==> config.mk <==
export PLATFORM = sky130hd
export DESIGN_NAME = debounce_filter_flat
export DESIGN_NICKNAME = d
export VERILOG_FILES = /design/src/rtl/debounce_pkg.sv /design/src/rtl/debounce_if.sv /design/src/rtl/sync_2ff.sv /design/src/rtl/debounce_filter.sv /design/src/flat_wrapper.sv
export SDC_FILE = /design/constraint.sdc
export NUM_CORES = 1
export LEC_CHECK = 0
export BUFFER_PORTS_ARGS = -buffer_cell sky130_fd_sc_hd__clkbuf_2
export CORE_ASPECT_RATIO = 0.5
export CORE_MARGIN = 2
export CORE_UTILIZATION = 43
export DETAILED_ROUTE_END_ITERATION = 7
export PLACE_DENSITY_LB_ADDON = 0.3
export SLEW_MARGIN = 20
export SYNTH_ARGS = -nofsm -noshare
export SYNTH_HDL_FRONTEND = slang
export SYNTH_SLANG_ARGS = --single-unit
export TNS_END_PERCENT = 50
==> constraint.sdc <==
create_clock -name clk -period 4.7 [get_ports clk]
set_input_delay 0.47 -clock clk [delete_from_list [all_inputs] [get_ports clk]]
set_output_delay 0.47 -clock clk [all_outputs]
set_load 0.03 [all_outputs]
==> src/rtl/debounce_pkg.sv <==
// Shared types and default sizing for the debounce filter.
package debounce_pkg;

  typedef enum logic [1:0] {
    IDLE_LOW  = 2'd0,
    WAIT_HIGH = 2'd1,
    IDLE_HIGH = 2'd2,
    WAIT_LOW  = 2'd3
  } state_t;

  // 10 ms qualification window at 100 MHz
  localparam int STABLE_CNT_DEF = 1000000;
  localparam int CNT_W_DEF      = 20;

endpackage

==> src/rtl/debounce_if.sv <==
// Raw input / debounced output bundle for debounce_filter.
interface debounce_if;
  logic btn_in;
  logic level;
  logic busy;

  modport master (output btn_in, input level, input busy);
  modport slave  (input btn_in, output level, output busy);
endinterface

==> src/rtl/sync_2ff.sv <==
// Two-flop synchronizer for a single asynchronous pin; both flops reset to 0.
module sync_2ff (
  input  logic clk,
  input  logic rst_n,
  input  logic d,
  output logic q
);
  logic meta;

  always_ff @(posedge clk or negedge rst_n) begin
    if (!rst_n) begin
      meta <= 1'b0;
      q    <= 1'b0;
    end else begin
      meta <= d;
      q    <= meta;
    end
  end
endmodule

==> src/rtl/debounce_filter.sv <==
// Debounces a mechanical input into a glitch-free registered level.
// Define DEBOUNCE_SYNC_EN to add a 2-flop synchronizer in front of the FSM.
module debounce_filter
  import debounce_pkg::*;
#(
  parameter int STABLE_CNT = STABLE_CNT_DEF,
  parameter int CNT_W      = CNT_W_DEF
) (
  input  logic       clk,
  input  logic       rst_n,
  debounce_if.slave  dbif
);

  if (STABLE_CNT < 2) begin : g_bad_stable
    $error("debounce_filter: STABLE_CNT must be >= 2");
  end
  if (CNT_W < $clog2(STABLE_CNT)) begin : g_bad_width
    $error("debounce_filter: CNT_W too narrow to hold STABLE_CNT-1");
  end

  localparam logic [CNT_W-1:0] LAST = CNT_W'(STABLE_CNT - 1);

  logic s;

`ifdef DEBOUNCE_SYNC_EN
  sync_2ff u_sync (
    .clk   (clk),
    .rst_n (rst_n),
    .d     (dbif.btn_in),
    .q     (s)
  );
`else
  assign s = dbif.btn_in;
`endif

  state_t           state_q, state_d;
  logic [CNT_W-1:0] cnt_q,   cnt_d;
  logic             level_q, level_d;
  logic             busy_q,  busy_d;

  always_ff @(posedge clk or negedge rst_n) begin
    if (!rst_n) begin
      state_q <= IDLE_LOW;
      cnt_q   <= '0;
      level_q <= 1'b0;
      busy_q  <= 1'b0;
    end else begin
      state_q <= state_d;
      cnt_q   <= cnt_d;
      level_q <= level_d;
      busy_q  <= busy_d;
    end
  end

  // Abort is tested before completion so a revert on the final count never flips level.
  always_comb begin
    state_d = state_q;
    cnt_d   = cnt_q;
    level_d = level_q;
    busy_d  = busy_q;
    case (state_q)
      IDLE_LOW: begin
        if (s) begin
          state_d = WAIT_HIGH;
          cnt_d   = '0;
          busy_d  = 1'b1;
        end
      end
      WAIT_HIGH: begin
        if (!s) begin
          state_d = IDLE_LOW;
          cnt_d   = '0;
          busy_d  = 1'b0;
        end else if (cnt_q == LAST) begin
          state_d = IDLE_HIGH;
          cnt_d   = '0;
          level_d = 1'b1;
          busy_d  = 1'b0;
        end else begin
          cnt_d = cnt_q + CNT_W'(1);
        end
      end
      IDLE_HIGH: begin
        if (!s) begin
          state_d = WAIT_LOW;
          cnt_d   = '0;
          busy_d  = 1'b1;
        end
      end
      WAIT_LOW: begin
        if (s) begin
          state_d = IDLE_HIGH;
          cnt_d   = '0;
          busy_d  = 1'b0;
        end else if (cnt_q == LAST) begin
          state_d = IDLE_LOW;
          cnt_d   = '0;
          level_d = 1'b0;
          busy_d  = 1'b0;
        end else begin
          cnt_d = cnt_q + CNT_W'(1);
        end
      end
    endcase
  end

  assign dbif.level = level_q;
  assign dbif.busy  = busy_q;

endmodule

==> src/flat_wrapper.sv <==
// flat-port wrapper written by rule: the top's interface ports become plain ports
module debounce_filter_flat import debounce_pkg::*;
#(
  parameter int STABLE_CNT = STABLE_CNT_DEF,
  parameter int CNT_W      = CNT_W_DEF
)
  (clk, rst_n, dbif_btn_in, dbif_level, dbif_busy);
  debounce_if dbif_i ();
  input  logic clk;
  input  logic rst_n;
  input wire logic [$bits(dbif_i.btn_in)-1:0] dbif_btn_in;
  output wire logic [$bits(dbif_i.level)-1:0] dbif_level;
  output wire logic [$bits(dbif_i.busy)-1:0] dbif_busy;
  assign dbif_i.btn_in = dbif_btn_in;
  assign dbif_level = dbif_i.level;
  assign dbif_busy = dbif_i.busy;
  debounce_filter #(.STABLE_CNT(STABLE_CNT), .CNT_W(CNT_W)) u_core (.clk(clk), .rst_n(rst_n), .dbif(dbif_i));
endmodule
==> results.txt <==
status -> complete, no violations
crit path DAT -> 2060 ps
FF-to-FF Start -> u_core.cnt_q[7]$_DFFE_PN0P_
largest stage delay on the critical path -> 540 ps
largest net degree at the start of global routing -> 25
CTS Sinks -> 24
Final setup viols -> 0
cell taking the most area after synthesis -> dfrtp_1
Antenna Violating Nets Remaining -> 0
leakage -> 0.000582 uW
clock latency on the worst-skew pair -> 270 ps
Final WS setup -> 2840 ps
Worst-path clk slew -> 90 ps
Clock Path Buffers -> 2
syn_nets -> 144
kind of end point of the critical path -> flop
number of diodes -> 0
Pwr Density -> 430 nW/um2
Yosys top cell area share -> 45.3%
Register-to-Register Path Depth -> 5
1st-pass router iterations -> 4
CORE AREA -> 2980 um2
Place WS -> 2880 ps
CTS Buf Count -> 3
Ports -> 5
gr busiest metal -> met1
Worst Max-Slew Pin Slew -> 707 ps
max-slew violations -> 0
Root Driver -> clkbuf_8
Reg2Reg Capture Point -> u_core.cnt_q[13]$_DFFE_PN0P_
crit start category -> flop
post-route cell area -> 1420 um2
# DRC -> 0
Max-Cap Viols -> 0
DRT iter0 DRCs -> 109
placed inst area -> 1360 um2
setup repair after global routing missed its margin -> false
largest cells by area after synthesis -> dfrtp_1 45%, nand2_1 5.7%, a31oi_1 4.7%, nand3_1 4.2%, a21oi_1 3.4%
Synth Cell Area -> 1330 um2
Routed WL -> 2.70 mm
Post-Syn Instances -> 140
clk_skew -> 5.62 ps
crit-path cells -> nand3_1, nor3_1, nand4_1, or3_1, o21ai_1
count leader, synth -> dfrtp_1
CP Max Fanout -> 7
Routability Congestion -> 0.796
Hold Slack -> 200 ps
Crit-path slowest cell -> nor3_1
asr flop ratio synth -> 100%
EDFF count, synth -> 0
Die X -> 82.5 um
number of global-route vias before repair -> 947
period utilization -> 39.6%
total global routing overflow -> 0
CP required -> 4900 ps
flops & latches, synth -> 24
M2 GR Usage -> 24.5%
Final min period -> 1860 ps
Seq/Total Area, Yosys -> 45.3%
Fin. Hold Viols -> 0
Worst Hold Class -> input port to asynchronous set/reset pin
dpl hpwl -> 1.85 mm
reg2reg setup slack -> 2840 ps
die height -> 43.3 um
Post-synth top flop -> dfrtp_1
fmax -> 0.538 GHz
hold buffers post-CTS -> 0
# rows -> 14
setup tns final -> 0 ps
post-DR wirelength/cell -> 14.7 um
Worst IR Drop VDD -> 0.000335 V
Distinct cells, synth -> 36
CTS tree -> done
DR vias -> 1,075
post_cts resized -> 0
Synth top cells by count -> 24 x dfrtp_1, 20 x nand2_1, 11 x nand3_1
GRT met1 Usage -> 27.2%
vias per std cell -> 5.84
nets -> 149
port buffer count -> 4
Initial Utilization -> 44.5%
syn_area_per_cell -> 9.46 um2
worst setup path category -> flop to flop
Max transition margin -> 52.7%
total chip power -> 610 uW
fillcell total -> 281
synthesis-to-finish area growth -> 7.08%
die area -> 3570 um2
postcts setup bufs -> 0
H-tree depth -> 1
ratio of cells with drive above 1 in the final layout -> 13.9%
Ys Warns -> 0
antenna violations before repair -> 0
first-pass GRT wire length -> 4.69 mm
M3 GR Usage -> 5.53%
global-route usage over all layers -> 17.8%
-- sequential cells by signal, indices dropped and copies added (netlist names), named ones only --
| signal | flops |
|---|---|
| u_core.cnt_q | 20 |
| u_core.dbif.level | 1 |
| u_core.state_q | 1 |
| u_core.dbif.busy | 1 |
-- metal layers --
| metal | wire length (um) | vias up | part of all wire (%) |
|---|---|---|---|
| li1 | - | 526 | - |
| met1 | 1390 | 513 | 52 |
| met2 | 1180 | 34 | 44 |
| met3 | 119 | 2 | 4.4 |
| met4 | 10 | 0 | 0.37 |
| met5 | 0 | - | 0 |
-- cells in the final DEF, fill, tap and decap left out --
cell type | synthesis | routed
dfrtp_1 | 24 | 24
nand2_1 | 20 | 20
nand3_1 | 11 | 11
a31oi_1 | 10 | 10
a21oi_1 | 9 | 9
o21ai_0 | 7 | 7
o21ai_1 | 7 | 7
and3_1 | 5 | 5
nor2_1 | 4 | 4
inv_1 | 4 | 4
clkbuf_8 | 0 | 4
clkbuf_2 | 0 | 4
nand4_1 | 3 | 3
xor2_1 | 3 | 3
or3_1 | 3 | 3
nand4_2 | 2 | 2
and4bb_2 | 2 | 2
and4_1 | 2 | 2
nor3_1 | 2 | 2
a41oi_1 | 2 | 2
nand2b_1 | 2 | 2
nor4_2 | 1 | 1
xor2_2 | 1 | 1
nand2_2 | 1 | 1
o21bai_4 | 1 | 1
o21ba_4 | 1 | 1
o22ai_1 | 1 | 1
or2_2 | 1 | 1
nor3_2 | 1 | 1
mux2i_1 | 1 | 1
and2_1 | 1 | 1
o211ai_1 | 1 | 1
mux2_4 | 1 | 1
a22o_1 | 1 | 1
ha_1 | 1 | 1
-- critical path, delay by kind of cell (launching register included) --
family           cells  cell delay (ps)
AO/OA/AOI/OAI        1               90
flip-flops           1              470
AND/OR/NAND/NOR      4             1230
-- kinds of logic after synthesis --
| family | share of synthesized area [%] |
|---|---|
| AOI/OAI and AO/OA | 19.1 |
| xor gates and xnor gates | 3.21 |
| adders and majority gates | 0.944 |
| buffers and inverters | 3.49 |
| DFF | 45.3 |
| muxes | 1.89 |
| and+or+nand+nor | 26.1 |
-- cell type report --
type                    count  area [um2]  area share [%]
repair buffers              4        20.0            1.41
multi-input cells         108         678            47.8
flip-flops and latches     24         601            42.3
well taps                  40        50.0            3.53
clock buffers               4        55.1            3.88
inverters                   4        15.0            1.06
-- power by group --
part	leakage [uW]	switching [uW]	internal, uW
logic	0.000231	139	74.5
registers	0.000322	25.5	229
clock network	0.0000288	67.1	74.9
-- through the flow --
step / instances / utilization [%]
floorplan: 140 / -
global placement: 180 / 45.8
detailed placement: 180 / 45.8
CTS: 184 / 47.6
global route: 184 / 47.6
finish: 184 / 47.6
-- worst max-delay path by stage --
stage / startpoint / to / slack (ps) / depth (start not counted)
finish: u_core.cnt_q[7]$_DFFE_PN0P_ / u_core.cnt_q[13]$_DFFE_PN0P_ / 2840 / 5
global route: u_core.cnt_q[0]$_DFFE_PN0P_ / u_core.cnt_q[12]$_DFFE_PN0P_ / 2700 / 6
CTS: u_core.cnt_q[7]$_DFFE_PN0P_ / u_core.cnt_q[13]$_DFFE_PN0P_ / 2850 / 5
detailed placement: u_core.cnt_q[7]$_DFFE_PN0P_ / u_core.cnt_q[13]$_DFFE_PN0P_ / 2880 / 5
global placement: dbif_btn_in / u_core.cnt_q[5]$_DFFE_PN0P_ / 2910 / 6
floorplan: u_core.cnt_q[8]$_DFFE_PN0P_ / flop / 3100 / 5
(Power assumes the default switching activity.)
